### src/rtl/credential_entry_if.sv
// Credential entry bus: raw push-buttons, bank switch and unlocker controls
// going into the entry stage, plus the digit count and the eight digit
// registers coming out of it.
//   slave  : the entry stage (credential_entry)
//   master : the environment driving buttons and reading the credential
interface credential_entry_if;
  logic       btn1;
  logic       btn2;
  logic       btn3;
  logic       btn4;
  logic       btn5;
  logic       switch1;
  logic       locker;
  logic       resetCount;
  logic [3:0] inputCount;
  logic [3:0] userNameInput0;
  logic [3:0] userNameInput1;
  logic [3:0] userNameInput2;
  logic [3:0] userNameInput3;
  logic [3:0] passwordInput0;
  logic [3:0] passwordInput1;
  logic [3:0] passwordInput2;
  logic [3:0] passwordInput3;

  modport slave (
    input  btn1, btn2, btn3, btn4, btn5, switch1, locker, resetCount,
    output inputCount,
    output userNameInput0, userNameInput1, userNameInput2, userNameInput3,
    output passwordInput0, passwordInput1, passwordInput2, passwordInput3
  );

  modport master (
    output btn1, btn2, btn3, btn4, btn5, switch1, locker, resetCount,
    input  inputCount,
    input  userNameInput0, userNameInput1, userNameInput2, userNameInput3,
    input  passwordInput0, passwordInput1, passwordInput2, passwordInput3
  );
endinterface

### src/rtl/credential_entry.sv
// Credential entry stage, directly upstream of the unlocker.
// Debounces and edge-detects five push-buttons (btn1..btn4 digits,
// btn5 backspace) and assembles an 8-digit credential: four username
// digits followed by four password digits. A full entry is held until the
// unlocker pulses resetCount; a partial entry left idle for ENTRY_TIMEOUT
// cycles is discarded.
// Ports:
//   clk  - system clock
//   rst  - asynchronous active-high reset
//   bus  - credential_entry_if.slave (buttons, switch1, locker,
//          resetCount in; inputCount and digit registers out)
module credential_entry #(
  parameter int unsigned DEBOUNCE_CYCLES = 16,
  parameter int unsigned ENTRY_TIMEOUT   = 5000
) (
  input  logic               clk,
  input  logic               rst,
  credential_entry_if.slave  bus
);

  localparam int unsigned DB_W = $clog2(DEBOUNCE_CYCLES + 1);
  localparam int unsigned TO_W = $clog2(ENTRY_TIMEOUT + 1);
  localparam logic [DB_W-1:0] DB_LAST  = DB_W'(DEBOUNCE_CYCLES - 1);
  localparam logic [TO_W-1:0] TO_LAST  = TO_W'(ENTRY_TIMEOUT - 1);
  localparam logic [TO_W-1:0] TO_SAT   = TO_W'(ENTRY_TIMEOUT);

  typedef enum logic [1:0] {
    EMPTY,
    ENTRY,
    FULL
  } state_e;

  // ---------------------------------------------------------------------
  // Button synchronisation and debouncing (bit 4 = backspace)
  // ---------------------------------------------------------------------
  logic [4:0]      raw;
  logic [4:0]      sync1_q, sync1_d;
  logic [4:0]      sync2_q, sync2_d;
  logic [4:0]      stable_q, stable_d;
  logic [4:0]      press_q, press_d;
  logic [DB_W-1:0] db_cnt_q [5];
  logic [DB_W-1:0] db_cnt_d [5];

  always_comb begin
    raw = {bus.btn5, bus.btn4, bus.btn3, bus.btn2, bus.btn1};
  end

  always_comb begin
    sync1_d  = raw;
    sync2_d  = sync1_q;
    stable_d = stable_q;
    press_d  = '0;
    for (int unsigned i = 0; i < 5; i++) begin
      db_cnt_d[i] = db_cnt_q[i];
      if (sync2_q[i] == stable_q[i]) begin
        db_cnt_d[i] = '0;
      end else if (db_cnt_q[i] == DB_LAST) begin
        // DEBOUNCE_CYCLES consecutive differing samples: accept the level;
        // only a rising acceptance is a press, so a held button fires once.
        stable_d[i] = sync2_q[i];
        press_d[i]  = sync2_q[i];
        db_cnt_d[i] = '0;
      end else begin
        db_cnt_d[i] = db_cnt_q[i] + 1'b1;
      end
    end
  end

  always_ff @(posedge clk or posedge rst) begin
    if (rst) begin
      sync1_q  <= '0;
      sync2_q  <= '0;
      stable_q <= '0;
      press_q  <= '0;
      for (int unsigned i = 0; i < 5; i++) begin
        db_cnt_q[i] <= '0;
      end
    end else begin
      sync1_q  <= sync1_d;
      sync2_q  <= sync2_d;
      stable_q <= stable_d;
      press_q  <= press_d;
      for (int unsigned i = 0; i < 5; i++) begin
        db_cnt_q[i] <= db_cnt_d[i];
      end
    end
  end

  // ---------------------------------------------------------------------
  // Event decode
  // ---------------------------------------------------------------------
  state_e          state_q, state_d;
  logic [3:0]      cnt_q, cnt_d;
  logic [3:0]      dig_q [8];
  logic [3:0]      dig_d [8];
  logic [TO_W-1:0] to_q, to_d;

  logic [3:0] digit_press;
  logic       single_digit;
  logic       any_press;
  logic [1:0] digit_idx;
  logic       bksp_ev;
  logic       digit_ev;
  logic       timeout_hit;
  logic       clear_ev;

  always_comb begin
    digit_press  = press_q[3:0];
    single_digit = (digit_press != 4'd0) &&
                   ((digit_press & (digit_press - 4'd1)) == 4'd0);
    any_press    = |press_q;

    case (digit_press)
      4'b0010: digit_idx = 2'd1;
      4'b0100: digit_idx = 2'd2;
      4'b1000: digit_idx = 2'd3;
      default: digit_idx = 2'd0;
    endcase

    // Backspace beats a same-cycle digit; locker masks both.
    bksp_ev  = !bus.locker && press_q[4] && (state_q == ENTRY);
    digit_ev = !bus.locker && !press_q[4] && single_digit &&
               (state_q != FULL);

    // Clears on the edge at which the idle count would reach ENTRY_TIMEOUT.
    timeout_hit = (state_q == ENTRY) && !any_press && (to_q == TO_LAST);
    clear_ev    = bus.resetCount || timeout_hit;
  end

  // ---------------------------------------------------------------------
  // FSM: state register
  // ---------------------------------------------------------------------
  always_ff @(posedge clk or posedge rst) begin
    if (rst) begin
      state_q <= EMPTY;
    end else begin
      state_q <= state_d;
    end
  end

  // ---------------------------------------------------------------------
  // FSM: next state
  // ---------------------------------------------------------------------
  always_comb begin
    state_d = state_q;
    if (clear_ev) begin
      state_d = EMPTY;
    end else begin
      case (state_q)
        EMPTY: begin
          if (digit_ev) state_d = ENTRY;
        end
        ENTRY: begin
          if (bksp_ev && (cnt_q == 4'd1)) begin
            state_d = EMPTY;
          end else if (!bksp_ev && digit_ev && (cnt_q == 4'd7)) begin
            state_d = FULL;
          end
        end
        FULL:    state_d = FULL;
        default: state_d = EMPTY;
      endcase
    end
  end

  // ---------------------------------------------------------------------
  // FSM: outputs (count, digit registers, idle timer)
  // ---------------------------------------------------------------------
  always_comb begin
    cnt_d = cnt_q;
    to_d  = '0;
    for (int unsigned i = 0; i < 8; i++) begin
      dig_d[i] = dig_q[i];
    end

    if (clear_ev) begin
      cnt_d = '0;
      for (int unsigned i = 0; i < 8; i++) begin
        dig_d[i] = '0;
      end
    end else begin
      if (bksp_ev && (cnt_q != 4'd0)) begin
        cnt_d                 = cnt_q - 4'd1;
        dig_d[cnt_d[2:0]]     = '0;
      end else if (digit_ev && (cnt_q < 4'd8)) begin
        dig_d[cnt_q[2:0]]     = {1'b0, bus.switch1, digit_idx};
        cnt_d                 = cnt_q + 4'd1;
      end

      if ((state_q == ENTRY) && (state_d == ENTRY)) begin
        if (any_press) begin
          to_d = '0;
        end else if (to_q == TO_SAT) begin
          to_d = to_q;
        end else begin
          to_d = to_q + 1'b1;
        end
      end
    end
  end

  always_ff @(posedge clk or posedge rst) begin
    if (rst) begin
      cnt_q <= '0;
      to_q  <= '0;
      for (int unsigned i = 0; i < 8; i++) begin
        dig_q[i] <= '0;
      end
    end else begin
      cnt_q <= cnt_d;
      to_q  <= to_d;
      for (int unsigned i = 0; i < 8; i++) begin
        dig_q[i] <= dig_d[i];
      end
    end
  end

  assign bus.inputCount     = cnt_q;
  assign bus.userNameInput0 = dig_q[0];
  assign bus.userNameInput1 = dig_q[1];
  assign bus.userNameInput2 = dig_q[2];
  assign bus.userNameInput3 = dig_q[3];
  assign bus.passwordInput0 = dig_q[4];
  assign bus.passwordInput1 = dig_q[5];
  assign bus.passwordInput2 = dig_q[6];
  assign bus.passwordInput3 = dig_q[7];

endmodule
### src/flat_wrapper.sv
// flat-port wrapper written by rule: the top's interface ports become plain ports
module credential_entry_flat 
#(
  parameter int unsigned DEBOUNCE_CYCLES = 16,
  parameter int unsigned ENTRY_TIMEOUT   = 5000
)
  (clk, rst, bus_btn1, bus_btn2, bus_btn3, bus_btn4, bus_btn5, bus_switch1, bus_locker, bus_resetCount, bus_inputCount, bus_userNameInput0, bus_userNameInput1, bus_userNameInput2, bus_userNameInput3, bus_passwordInput0, bus_passwordInput1, bus_passwordInput2, bus_passwordInput3);
  credential_entry_if bus_i ();
  input  logic clk;
  input  logic rst;
  input wire logic [$bits(bus_i.btn1)-1:0] bus_btn1;
  input wire logic [$bits(bus_i.btn2)-1:0] bus_btn2;
  input wire logic [$bits(bus_i.btn3)-1:0] bus_btn3;
  input wire logic [$bits(bus_i.btn4)-1:0] bus_btn4;
  input wire logic [$bits(bus_i.btn5)-1:0] bus_btn5;
  input wire logic [$bits(bus_i.switch1)-1:0] bus_switch1;
  input wire logic [$bits(bus_i.locker)-1:0] bus_locker;
  input wire logic [$bits(bus_i.resetCount)-1:0] bus_resetCount;
  output wire logic [$bits(bus_i.inputCount)-1:0] bus_inputCount;
  output wire logic [$bits(bus_i.userNameInput0)-1:0] bus_userNameInput0;
  output wire logic [$bits(bus_i.userNameInput1)-1:0] bus_userNameInput1;
  output wire logic [$bits(bus_i.userNameInput2)-1:0] bus_userNameInput2;
  output wire logic [$bits(bus_i.userNameInput3)-1:0] bus_userNameInput3;
  output wire logic [$bits(bus_i.passwordInput0)-1:0] bus_passwordInput0;
  output wire logic [$bits(bus_i.passwordInput1)-1:0] bus_passwordInput1;
  output wire logic [$bits(bus_i.passwordInput2)-1:0] bus_passwordInput2;
  output wire logic [$bits(bus_i.passwordInput3)-1:0] bus_passwordInput3;
  assign bus_i.btn1 = bus_btn1;
  assign bus_i.btn2 = bus_btn2;
  assign bus_i.btn3 = bus_btn3;
  assign bus_i.btn4 = bus_btn4;
  assign bus_i.btn5 = bus_btn5;
  assign bus_i.switch1 = bus_switch1;
  assign bus_i.locker = bus_locker;
  assign bus_i.resetCount = bus_resetCount;
  assign bus_inputCount = bus_i.inputCount;
  assign bus_userNameInput0 = bus_i.userNameInput0;
  assign bus_userNameInput1 = bus_i.userNameInput1;
  assign bus_userNameInput2 = bus_i.userNameInput2;
  assign bus_userNameInput3 = bus_i.userNameInput3;
  assign bus_passwordInput0 = bus_i.passwordInput0;
  assign bus_passwordInput1 = bus_i.passwordInput1;
  assign bus_passwordInput2 = bus_i.passwordInput2;
  assign bus_passwordInput3 = bus_i.passwordInput3;
  credential_entry #(.DEBOUNCE_CYCLES(DEBOUNCE_CYCLES), .ENTRY_TIMEOUT(ENTRY_TIMEOUT)) u_core (.clk(clk), .rst(rst), .bus(bus_i));
endmodule
### config.mk
export PLATFORM = sky130hd
export DESIGN_NAME = credential_entry_flat
export DESIGN_NICKNAME = d
export VERILOG_FILES = /design/src/rtl/credential_entry_if.sv /design/src/rtl/credential_entry.sv /design/src/flat_wrapper.sv
export SDC_FILE = /design/constraint.sdc
export NUM_CORES = 1
export LEC_CHECK = 0
export ABC_CLOCK_PERIOD_IN_PS = 8300
export BUFFER_PORTS_ARGS = -buffer_cell sky130_fd_sc_hd__buf_2
export CORE_MARGIN = 2
export CORE_UTILIZATION = 50
export DETAILED_ROUTE_END_ITERATION = 10
export MAX_ROUTING_LAYER = met4
export PLACE_DENSITY = 0.7
export SETUP_SLACK_MARGIN = 0.2
export SLEW_MARGIN = 20
export SYNTH_ARGS = -nofsm -noshare
export SYNTH_HDL_FRONTEND = slang
export SYNTH_SLANG_ARGS = --single-unit
### constraint.sdc
create_clock -name clk -period 8.3 [get_ports clk]
set_input_delay 0.83 -clock clk [delete_from_list [all_inputs] [get_ports clk]]
set_output_delay 0.83 -clock clk [all_outputs]
set_load 0.005 [all_outputs]
# Word level (Yosys, flattened, before mapping)
# Cells that the tools add are included.
# word_totals
ff_bits	96
inputBits	10
output_inout_bits	36
word_cells	143
# classes
n_addsub	9
order_cmp	5
n_eq_ne	22
muxes	41
bitwise	10
reduce_logical	32
# ops
op	count
two-way mux 32 bit	3
two-way mux 13 bit	4
two-way mux 5 bit	10
bitwise AND 32 bit	1
bitwise mux 32 bit	1
inverter 32 bit	1
== test 13 bit, second input constant	2
adder 5 x 1 -> 5 bit, second input constant	5
== test 5 x 4 -> 1 bit, second input constant	5
demux 4 bit (select 3 bit)	2
two-way mux 4 bit	5
logical AND 1 bit	16
adder 13 x 1 -> 13 bit, second input constant	1
case mux 2 bit (3 select lines)	2
two-way mux 1 bit	10
AND reduction 2 bit	5
== test 4 x 3 -> 1 bit, second input constant	2
>= comparator 4 bit, second input constant	2
< comparator 4 x 1 -> 1 bit, second input constant	2
two-way mux 2 bit	4
inverter 3 -> 4 bit	2
nonzero test 4 bit	2
subtractor 4 x 1 -> 4 bit, second input constant	2
== test 1 bit	5
17 further kinds	25

# Depth between registers and ports, before layout
# Gate-level depths: netlist of run 1.
# logic_depth
ltp_word	16
ltp_mapped	7
depth_no_buf	7

# Least setup slack after synthesis of run 1
# OpenSTA, ideal clock, no wires.
# synth_path
kind	input to register
start	input port bus_locker
end	register u_core.state_q[1]
setup_ns	0.077
arrival_ns	2.048
required_time_ns	8.223
path_slack_ns	6.174
stages	5
n_path_buf	0
path_cell_list	nor3_1 nand2_1 or2_1 or4_1 a21oi_1
# synth_via
elab_chain_cells	10
elab_cells_between_ends	15
cone_classes	5 x mux; 10 x reduce/logical
# synth_rtl
item	line	rtl
start: declaration	flat_wrapper.sv:17	input wire logic [$bits(bus_i.locker)-1:0] bus_locker;
logical NOT 1 bit *	credential_entry.sv:121, credential_entry.sv:122	
logical AND 1 bit, on equally long branches (2 in a row)	credential_entry.sv:121, credential_entry.sv:122	
logical NOT 1 bit / logical AND 1 bit (equally long branches)	credential_entry.sv:156, credential_entry.sv:122	
logical AND 1 bit (2 in a row)	credential_entry.sv:156	end else if (!bksp_ev && digit_ev && (cnt_q == 4'd7)) begin
two-way mux 2 bit	credential_entry.sv:156	
two-way mux 2 bit	credential_entry.sv:154	if (bksp_ev && (cnt_q == 4'd1)) begin
case mux 2 bit (3 select lines) *	credential_entry.sv:149	case (state_q)
two-way mux 2 bit *	credential_entry.sv:146	if (clear_ev) begin
net u_core.state_d[1]	credential_entry.sv:92	state_e state_q, state_d;
end signal: assignment	credential_entry.sv:137	state_q <= state_d;
end: declaration	credential_entry.sv:92	
# The timed path passes the listed nets; every way through them passes the cells marked *.
# A chain may end at the register's enable or synchronous reset.

# Worst setup path in the final report of run 1
# layout_path
start	register u_core.cnt_q[0], in the netlist u_core.bus.inputCount[0]
end	register u_core.dig_q (netlist bit u_core.bus.userNameInput3[0])
# layout_via
elab_chain_cells	10
elab_cells_between_ends	24
cone_classes	1 x add/sub; 5 x order compare; 8 x mux; 4 x bitwise; 6 x reduce/logical
# layout_rtl
item	line	rtl
start: declaration	credential_entry.sv:93	logic [3:0] cnt_q, cnt_d;
start signal: assignment	credential_entry.sv:210	cnt_q <= cnt_d;
subtractor 4 x 1 -> 4 bit	credential_entry.sv:183	cnt_d = cnt_q - 4'd1;
inverter 3 -> 4 bit (not written as such)	credential_entry.sv:184	dig_d[cnt_d[2:0]] = '0;
>= comparator 4 bit (not written as such) / < comparator 4 x 1 -> 1 bit (equally long branches)	credential_entry.sv:184	
logical AND 1 bit (not written as such)	credential_entry.sv:184	
two-way mux 4 bit (not written as such)	credential_entry.sv:184	
demux 4 bit (select 3 bit)	credential_entry.sv:184	
inverter 32 bit (no line)	-	
bitwise AND 32 bit (no line)	-	
two-way mux 32 bit	credential_entry.sv:182	if (bksp_ev && (cnt_q != 4'd0)) begin
two-way mux 32 bit	credential_entry.sv:176	if (clear_ev) begin
end signal: indexed assignment	credential_entry.sv:213	dig_q[i] <= dig_d[i];
end: declaration	credential_entry.sv:94	logic [3:0] dig_q [8];
# Several ways; a longest one is shown, not always the timed one. The select of a mux whose other input is x is not followed.

==> results of run 1 <==
-- final timing paths --
path	from	end	slack (ns)	cells after the start
max in group asynchronous	rst	u_core.to_q[3]	6.75	3
hold reg to reg	u_core.sync1_q[2]	u_core.sync2_q[2]	0.35	0
setup / recovery	u_core.bus.inputCount[0]	u_core.bus.userNameInput3[0]	5.66	7
setup reg to reg	u_core.bus.inputCount[0]	u_core.bus.userNameInput3[0]	5.66	7
hold / removal	u_core.sync1_q[2]	u_core.sync2_q[2]	0.35	0
min in group asynchronous	rst	u_core.sync1_q[0]	0.51	2
-- through the flow --
stage / util (%) / instances / cell area, sq um / setup slack, ns / power (mW)
5_1_grt: 57.8 / 534 / 4750 / 5.42 / 0.834
3_3_place_gp: 55.6 / 518 / 4560 / 5.81 / 0.523
2_1_floorplan: - / 376 / 4250 / 4.96 / 0.514
6_report: 57.8 / 534 / 4750 / 5.66 / 0.796
3_5_place_dp: 55.6 / 518 / 4560 / 5.72 / 0.524
4_1_cts: 57.8 / 534 / 4750 / 5.68 / 0.809
-- layout make-up --
| class | instances | area, sq um |
|---|---|---|
| multi-input combinational | 255 | 1730 |
| sequential | 96 | 2400 |
| fill | 739 | 3470 |
| timing repair buffer | 48 | 248 |
| tap | 105 | 131 |
| clock inverter | 4 | 27.5 |
| inverter | 14 | 55.1 |
| clock buffer | 12 | 155 |
-- power by group --
group          total (mW)  switching, mW  internal, mW
logic              0.0320         0.0213        0.0108
registers           0.482        0.00637         0.476
clock network       0.282          0.156         0.126
-- cell families (layout without fill, tap and decap cells) --
logic type               count (synthesis)  after routing  share of synthesized area, %
buffers and inverters                   25             78                          2.88
multiplexers                             6              6                          1.56
flip-flops                              96             96                          56.5
XOR/XNOR                                30             30                          6.18
AO/OA/AOI/OAI                           53             53                          9.71
adder cells (fa/ha/maj)                 10             10                          2.94
AND/OR/NAND/NOR                        156            156                          20.2
-- metal layers --
layer	vias to the layer above	track usage, %	wire length, microns	share of wire (%)
li1	1427	-	-	-
met4	0	6.07	30	0.38
met3	4	4.86	343	4.3
met2	53	28.9	3820	48
met5	-	-	0	0
met1	1452	24.2	3760	47
-- flip-flops by register name, indices dropped and copies added, names as in the netlist --
register	flops
u_core.bus.userNameInput2	4
u_core.bus.passwordInput1	4
u_core.db_cnt_q	25
u_core.to_q	13
u_core.bus.passwordInput0	4
u_core.sync2_q	5
u_core.stable_q	5
u_core.state_q	2
u_core.bus.inputCount	4
u_core.bus.userNameInput1	4
u_core.press_q	5
u_core.bus.userNameInput3	4
u_core.bus.passwordInput3	4
u_core.bus.userNameInput0	4
u_core.sync1_q	5
u_core.bus.passwordInput2	4
-- cells in the final DEF, fill, tap and decap left out, drive strengths merged, types with 2 or more instances in the layout --
cell type,Yosys,final
or3,3,3
xnor2,13,13
buf,6,48
a21o,2,2
a32o,4,4
a22o,18,18
a21oi,8,8
ha,10,10
and4,3,3
a311oi,4,4
nor2b,5,5
nand4b,2,2
and2,11,11
dfrtp,96,96
mux2,5,5
clkinv,1,4
nand3,18,18
nor2,45,45
nand4,4,4
nor4,4,4
nor3b,6,6
and3,7,7
o21ai,10,10
xor2,17,17
nand2b,5,5
nand2,13,13
or4,3,3
nor3,13,13
clkbuf,5,12
nor4b,8,8
inv,13,14
==> results.sh, run 1 <==
export IMPL_max_freq_ghz=0.379
export IMPL_crit_path_start_kind="flop"
export IMPL_clock_latency_ns=0.36
export IMPL_core_area_sq_um=8220
export IMPL_drt_iter0_drc=138
export IMPL_hold_slack_ns=0.354
export IMPL_io_buffers=45
export IMPL_yosysUniqueCellTypes=51
export IMPL_antenna_found_initial=0
export IMPL_endpoint_kind="flop"
export IMPL_antenna_left=0
export IMPL_synth_common_cells="96 x dfrtp_1, 43 x nor2_1, 18 x a22o_1, 18 x nand3_1, 17 x xor2_1"
export IMPL_cts_made_buffers=9
export IMPL_grt_max_degree=53
export IMPL_place_congestion=0.872
export IMPL_cp_arrival_ns=2.94
export IMPL_grt_pass1_vias=2794
export IMPL_cts_tree="yes"
export IMPL_yosysTopAreaCell="dfrtp_1"
export IMPL_die_w_microns=96.2
export IMPL_die_height_microns=96.2
export IMPL_fin_crit_ns=2.64
export IMPL_synth_warnings=0
export IMPL_critPathSlowestCell="dfrtp_1"
export IMPL_drive_gt1_share_pct=17.5
export IMPL_grt_pass1_wl_microns=13000
export IMPL_holdCritPathClass="flop to flop"
export IMPL_io_pin_count=46
export IMPL_rows=33
export IMPL_synthCells=376
export IMPL_irDropWorstVdd_mv=0.121
export IMPL_required_ns=8.60
export IMPL_nets=444
export IMPL_wire_per_inst_microns=14.9
export IMPL_routed_via_density=5.50
export IMPL_critPathMaxFanout=19
export IMPL_dieArea_sq_um=9260
export IMPL_syn_nets=396
export IMPL_synth_edf_count=0
export IMPL_initial_core_util_pct=51.8
export IMPL_cts_htree_levels=3
export IMPL_wirelength_microns=7950
export IMPL_clkSlewWorstSetupHoldPaths_ns=0.09
export IMPL_critPathTopFamily="flip-flops"
export IMPL_syn_to_final_growth_pct=11.6
export IMPL_critical_path_class="flop to flop"
export IMPL_synth_top_cell_area_share_pct=56.5
export IMPL_root_buffer="clkbuf_8"
export IMPL_fin_skew_ns=0.0102
export IMPL_dp_hpwl_microns=5640
export IMPL_diodes=0
export IMPL_seq_area_frac_synth_pct=56.5
export IMPL_cts_buffer_depth=2
export IMPL_path_buf_inv=1
export IMPL_cts_sinks=96
export IMPL_drc=0
export IMPL_synth_top_cells_by_area="dfrtp_1 56%, nor2_1 3.8%, a22o_1 3.7%, xor2_1 3.5%, ha_1 2.9%"
export IMPL_synth_flop_cell="dfrtp_1"
export IMPL_fin_crit_sh_pct=31.8
export IMPL_first_pass_iters=4
export IMPL_cpPeakStageDelay_ns=0.74
export IMPL_power_leakage_nw=2.29
export IMPL_cts_repair_resized=0
export IMPL_synth_avg_cell_area_sq_um=11.3
export IMPL_ys_ff_latch=96
export IMPL_setup_viol=0
export IMPL_hold_violations=0
export IMPL_status="finished, final reports clean"
export IMPL_overflow=0
export IMPL_setup_tns_ns=0
export IMPL_cellPowerDensity_nw_per_um2=168
export IMPL_drv_slew=0
export IMPL_vias=2936
export IMPL_hold_buffers=0
export IMPL_synth_cell_area_sq_um=4250
export IMPL_worstPathCellList="clkinv_1, ha_1, nand2b_1, nand3_1, nor3_1, a311oi_1, a22o_1"
export IMPL_max_cap_violations=0
export IMPL_grt_usage_pct=18.7
export IMPL_worst_pin_slew_ns=0.758
export IMPL_cts_setup_buffers=0
export IMPL_slew_limit_headroom_pct=49.5
export IMPL_grt_setup_unrepaired="false"
export IMPL_synth_most_common_cell="dfrtp_1"
export IMPL_ys_async_sr_fraction_pct=100
No activity file was read; power rests on OpenSTA's default activity.
==> run 2, diff against run 1 <==
--- a/config.mk
+++ b/config.mk
@@ -5,13 +5,13 @@
 export SDC_FILE = /design/constraint.sdc
 export NUM_CORES = 1
 export LEC_CHECK = 0
-export ABC_CLOCK_PERIOD_IN_PS = 8300
+export ABC_CLOCK_PERIOD_IN_PS = 2150
 export BUFFER_PORTS_ARGS = -buffer_cell sky130_fd_sc_hd__buf_2
 export CORE_MARGIN = 2
 export CORE_UTILIZATION = 50
 export DETAILED_ROUTE_END_ITERATION = 10
 export MAX_ROUTING_LAYER = met4
-export PLACE_DENSITY = 0.7
+export PLACE_DENSITY = 0.72
 export SETUP_SLACK_MARGIN = 0.2
 export SLEW_MARGIN = 20
 export SYNTH_ARGS = -nofsm -noshare
==> constraint.sdc (replaced) <==
create_clock -name clk -period 2.15 [get_ports clk]
set_input_delay 0.215 -clock clk [delete_from_list [all_inputs] [get_ports clk]]
set_output_delay 0.215 -clock clk [all_outputs]
set_load 0.005 [all_outputs]
==> run 2 against run 1 <==
Against the previous run:
- setup slack lost 5.5 ns
- register-to-register slack got worse by 5.5 ns
- via count up 6.9%
- sequential power increased to 3.9 times the previous value
- cell count up 6.6%
- non-clock buffer count is 35 higher
- critical path type unchanged
- critical endpoint is now u_core.bus.userNameInput1[0]
==> results.sh, run 2 (synthesis results as in run 1) <==
export IMPL_diodes=0
export IMPL_initial_core_util_pct=51.8
export IMPL_cts_sinks=96
export IMPL_wire_per_inst_microns=15.7
export IMPL_multi_input_area_sq_um=1950
export IMPL_cp_arrival_ns=2.24
export IMPL_hold_violations=0
export IMPL_antenna_left=0
export IMPL_crit_start="u_core.press_q[0]"
export IMPL_critical_path_class="flop to flop"
export IMPL_grt_setup_unrepaired="true"
export IMPL_die_height_microns=96.2
export IMPL_first_pass_iters=4
export IMPL_fin_ws_ns=0.166
export IMPL_cts_tree="yes"
export IMPL_drt_iter0_drc=237
export IMPL_clock_latency_ns=0.36
export IMPL_rows=33
export IMPL_wirelength_microns=8950
export IMPL_grt_max_degree=97
export IMPL_place_congestion=0.907
export IMPL_grt_pass1_wl_microns=13900
export IMPL_vias=3138
export IMPL_overflow=0
export IMPL_mostFrequentLayoutCell="dfrtp_1"
export IMPL_worstPathCellList="or4b_4, o31ai_4, buf_6, buf_12, a311oi_4, a22o_1"
export IMPL_grt_usage_pct=20.3
export IMPL_status="finished, final reports clean"
export IMPL_setup_viol=0
export IMPL_final_cells=569
export IMPL_n_fill_cell=614
export IMPL_cellPowerDensity_nw_per_um2=601
export IMPL_critPathSlowestCell="or4b_4"
export IMPL_grt_pass1_vias=2952
export IMPL_crit_path_start_kind="flop"
export IMPL_cts_htree_levels=3
export IMPL_wl_met3_microns=585
export IMPL_routed_via_density=5.51
export IMPL_cpPeakStageDelay_ns=0.59
export IMPL_root_buffer="clkbuf_8"
export IMPL_drv_slew=0
export IMPL_dpl_worst_slack_ns=-0.00988
export IMPL_fin_skew_ns=0.00862
export IMPL_endpoint_kind="flop"
export IMPL_largest_reg_flops=25
export IMPL_dp_hpwl_microns=5880
export IMPL_crit_path_end="u_core.bus.userNameInput1[0]"
export IMPL_holdCritPathClass="input pin to flop"
export IMPL_worst_pin_slew_ns=0.469
export IMPL_placed_cells=534
export IMPL_rr_endpoint="u_core.bus.userNameInput1[0]"
export IMPL_regMostFlops="u_core.db_cnt_q"
export IMPL_cts_buffer_depth=2
export IMPL_power_leakage_nw=2.50
export IMPL_r2r_start="u_core.press_q[0]"
export IMPL_max_cap_violations=0
export IMPL_cp_depth=6
export IMPL_largestRegisters="u_core.db_cnt_q: 25 flops, u_core.to_q: 13 flops"
export IMPL_die_w_microns=96.2
export IMPL_regArea_sq_um=2410
export IMPL_total_power_mw=3.18
export IMPL_path_buf_inv=2
export IMPL_wl_met1_microns=3860
export IMPL_dieArea_sq_um=9260
export IMPL_clkSlewWorstSetupHoldPaths_ns=0.09
export IMPL_required_ns=2.40
export IMPL_critPathTopFamily="simple AND/OR/NAND/NOR gates"
export IMPL_fin_crit_ns=1.98
export IMPL_antenna_found_initial=0
export IMPL_drc=0
export IMPL_io_buffers=45
export IMPL_setup_tns_ns=0
export IMPL_met2_length_microns=4370
export IMPL_final_cell_mix="92 x dfrtp_1, 45 x buf_2, 40 x nor2_1"
export IMPL_nets=479
export IMPL_rr_worst_depth=6
export IMPL_reg2reg_slack_ns=0.17
export IMPL_io_pin_count=46
export IMPL_drive_gt1_share_pct=29.5
export IMPL_max_freq_ghz=0.504
export IMPL_critPathMaxFanout=8
export IMPL_top_layer="met4"
export IMPL_fin_crit_sh_pct=92.3
export IMPL_slew_limit_headroom_pct=68.5
export IMPL_cts_made_buffers=9
export IMPL_hold_slack_ns=0.198
export IMPL_irDropWorstVdd_mv=0.464
export IMPL_syn_to_final_growth_pct=24.6
export IMPL_core_area_sq_um=8220
==> run 2: cell types whose count changed in the layout (fill, tap and decap cells not counted), sizes merged <==
cell | before | now
bufinv | 0 | 1
dlygate4sd3 | 0 | 6
buf | 48 | 77
clkinvlp | 0 | 2
clkbuf | 12 | 9
==> run 2: area by class of cell <==
class                   instances  area share (%)
flip-flops and latches         96            45.4
inverters                      14            1.06
clock buffers                   9            2.34
clock inverters                 7            1.32
well taps                     105            2.48
repair buffers                 83            10.5
multi-input cells             255            36.9
==> run 2: power by group <==
part | internal (mW) | switching, mW
Combinational | 0.0659 | 0.0909
Clock | 0.540 | 0.627
Sequential | 1.84 | 0.0246
==> run 2: how the worst min path moves through the flow <==
stage	from	endpoint	slack [ns]	cells past startpoint
detailed placement	bus_btn4	u_core.sync1_q[3]	0.32	1
finish	bus_locker	u_core.state_q[0]	0.20	4
floorplan	bus_btn1	u_core.sync1_q[0]	0.25	0
global placement	bus_btn4	u_core.sync1_q[3]	0.32	1
CTS	bus_locker	u_core.state_q[0]	0.16	4
global route	bus_locker	u_core.state_q[0]	0.22	4
==> run 2: per-stage QoR <==
step	area [sq um]	util [%]
after floorplan	4260	-
after CTS	5130	62.4
after global placement	4700	57.2
after global routing	5300	64.5
final	5300	64.5
after detailed placement	4700	57.2
==> run 2: per-layer routing <==
layer  up-vias  GRT usage, %
met5         -             -
met4         0          6.55
met1      1534          25.2
met3        15          5.25
met2        83          32.5
li1       1506             -
==> run 2: tightest hold or removal path: stages <==
cell      delay [ns]
buf_2           0.13
nor4_1          0.06
nand2b_1        0.06
a21oi_1         0.05
==> run 2: what timing repair did <==
item                                    CTS  global route
hold endpoints to repair                 21             0
resized for setup                        25            22
hold buffers                              6             0
gates cloned                              0             0
buffers inserted                          7             6
pin swaps                                 7            11
endpoints found under the setup margin   41            35
==> run 3, diff against run 2 <==
--- a/config.mk
+++ b/config.mk
@@ -7,6 +7,7 @@
 export LEC_CHECK = 0
 export ABC_CLOCK_PERIOD_IN_PS = 2150
 export BUFFER_PORTS_ARGS = -buffer_cell sky130_fd_sc_hd__buf_2
+export CORE_ASPECT_RATIO = 0.9
 export CORE_MARGIN = 2
 export CORE_UTILIZATION = 50
 export DETAILED_ROUTE_END_ITERATION = 10
==> run 3 against run 2 <==
Against the previous run:
- critical path type unchanged
- total power rose by 4.9%
- largest power group unchanged
- critical path depth decreased by 1
- highest routed layer unchanged
- worst hold slack improved by 0.047 ns
==> results.sh, run 3 (synthesis results as in run 1) <==
export IMPL_first_pass_iters=4
export IMPL_dieArea_sq_um=9260
export IMPL_critPathSlowestCell="or4b_4"
export IMPL_cts_made_buffers=9
export IMPL_io_buffers=45
export IMPL_holdCritPathClass="input pin to flop"
export IMPL_critical_path_class="flop to flop"
export IMPL_drive_gt1_share_pct=30.2
export IMPL_dp_hpwl_microns=6100
export IMPL_rows=31
export IMPL_max_cap_violations=0
export IMPL_antenna_left=0
export IMPL_rr_worst_depth=5
export IMPL_wire_per_inst_microns=16.6
export IMPL_cts_tree="yes"
export IMPL_critPathTopFamily="simple AND/OR/NAND/NOR gates"
export IMPL_final_cells=572
export IMPL_cellPowerDensity_nw_per_um2=619
export IMPL_die_w_microns=101
export IMPL_place_congestion=0.860
export IMPL_syn_to_final_growth_pct=26.9
export IMPL_grt_setup_unrepaired="true"
export IMPL_vias=3239
export IMPL_die_height_microns=91.5
export IMPL_cpPeakStageDelay_ns=0.60
export IMPL_wirelength_microns=9490
export IMPL_grt_pass1_wl_microns=15400
export IMPL_final_cell_mix="91 x dfrtp_1, 45 x buf_2, 41 x nor2_1"
export IMPL_slew_limit_headroom_pct=47.4
export IMPL_overflow=0
export IMPL_fin_ws_ns=0.136
export IMPL_nets=488
export IMPL_required_ns=2.41
export IMPL_regArea_sq_um=2410
export IMPL_min_from="bus_locker"
export IMPL_io_pin_count=46
export IMPL_n_fill_cell=639
export IMPL_drv_slew=0
export IMPL_drc=0
export IMPL_root_buffer="clkbuf_8"
export IMPL_fin_skew_ns=0.00783
export IMPL_dpl_cell_area_sq_um=4720
export IMPL_path_buf_inv=1
export IMPL_routed_via_density=5.66
export IMPL_regMostFlops="u_core.db_cnt_q"
export IMPL_irDropWorstVdd_mv=0.505
export IMPL_worst_pin_slew_ns=0.787
export IMPL_largest_reg_flops=25
export IMPL_dpl_worst_slack_ns=-0.0267
export IMPL_fin_crit_ns=2.01
export IMPL_antenna_found_initial=0
export IMPL_holdPathEnd="u_core.state_q[0]"
export IMPL_mostFrequentLayoutCell="dfrtp_1"
export IMPL_utilization_pct=66.3
export IMPL_max_freq_ghz=0.496
export IMPL_setup_tns_ns=0
export IMPL_clock_latency_ns=0.36
export IMPL_clkSlewWorstSetupHoldPaths_ns=0.09
export IMPL_hold_violations=0
export IMPL_status="finished, final reports clean"
export IMPL_initial_core_util_pct=52.2
export IMPL_core_area_sq_um=8150
export IMPL_grt_pass1_vias=3239
export IMPL_cts_buffer_depth=2
export IMPL_diodes=0
export IMPL_r2r_start="u_core.press_q[0]"
export IMPL_cp_arrival_ns=2.27
export IMPL_critPathMaxFanout=7
export IMPL_drt_iter0_drc=267
export IMPL_rr_endpoint="u_core.bus.passwordInput1[2]"
export IMPL_cts_htree_levels=3
export IMPL_largestRegisters="u_core.db_cnt_q: 25 flops, u_core.to_q: 13 flops"
export IMPL_setup_viol=0
export IMPL_cts_sinks=96
export IMPL_grt_max_degree=56
export IMPL_reg2reg_slack_ns=0.14
export IMPL_hold_slack_ns=0.245
export IMPL_placed_cells=530
export IMPL_crit_path_start_kind="flop"
export IMPL_multi_input_area_sq_um=1960
export IMPL_total_power_mw=3.34
export IMPL_grt_usage_pct=21.6
export IMPL_fin_crit_sh_pct=93.7
export IMPL_power_leakage_nw=2.55
export IMPL_endpoint_kind="flop"
export IMPL_min_path_cells=4
export IMPL_worstPathCellList="or4b_4, o31ai_4, buf_6, nor2_1, a32o_1"
export IMPL_final_area_sq_um=5400
-- run 3: tightest hold or removal path: cells and delay by family --
family                 cells  cell delay (ns)
buffers and inverters      1             0.12
AND/OR/NAND/NOR            2             0.15
AO/OA/AOI/OAI              1             0.08
-- run 3: cell type report --
type                       count  share of cell area [%]
inverter                      14                    1.04
multi-input combinational    257                    36.3
clock inverter                 4                    1.41
timing repair buffer          90                    11.4
clock buffer                  12                    2.87
tap                           99                    2.29
sequential                    96                    44.6
-- run 3: worst max-delay path by stage --
stage	from	to	slack [ns]	cells past startpoint
after floorplan	u_core.to_q[1]	u_core.bus.passwordInput1[2]	0.20	7
after global placement	u_core.press_q[0]	u_core.bus.userNameInput1[0]	0.09	5
after detailed placement	u_core.press_q[0]	u_core.bus.userNameInput2[1]	-0.03	5
after CTS	u_core.press_q[2]	u_core.state_q[1]	0.18	5
after global routing	u_core.press_q[0]	u_core.bus.passwordInput2[0]	0.1	6
final	u_core.press_q[0]	u_core.bus.passwordInput1[2]	0.14	5
-- run 3: power breakdown --
part           internal (mW)  switching (mW)
logic                 0.0669          0.0937
clock network          0.721           0.597
registers               1.84          0.0253
-- run 3: per-layer routing --
layer | routed length (microns) | global-route usage, %
met1 | 4190 | 29.0
met2 | 4530 | 32.9
met3 | 596 | 4.54
met4 | 164 | 6.76
met5 | 0 | -
-- run 3: repair_timing --
action                     in CTS  in global routing
hold endpoints to repair      101                  0
pin swaps                       5                 14
gates cloned                    0                  2
hold buffers                    6                  0
setup endpoints to repair      41                 47
gates resized for setup        19                 27
setup buffers                  10                  8
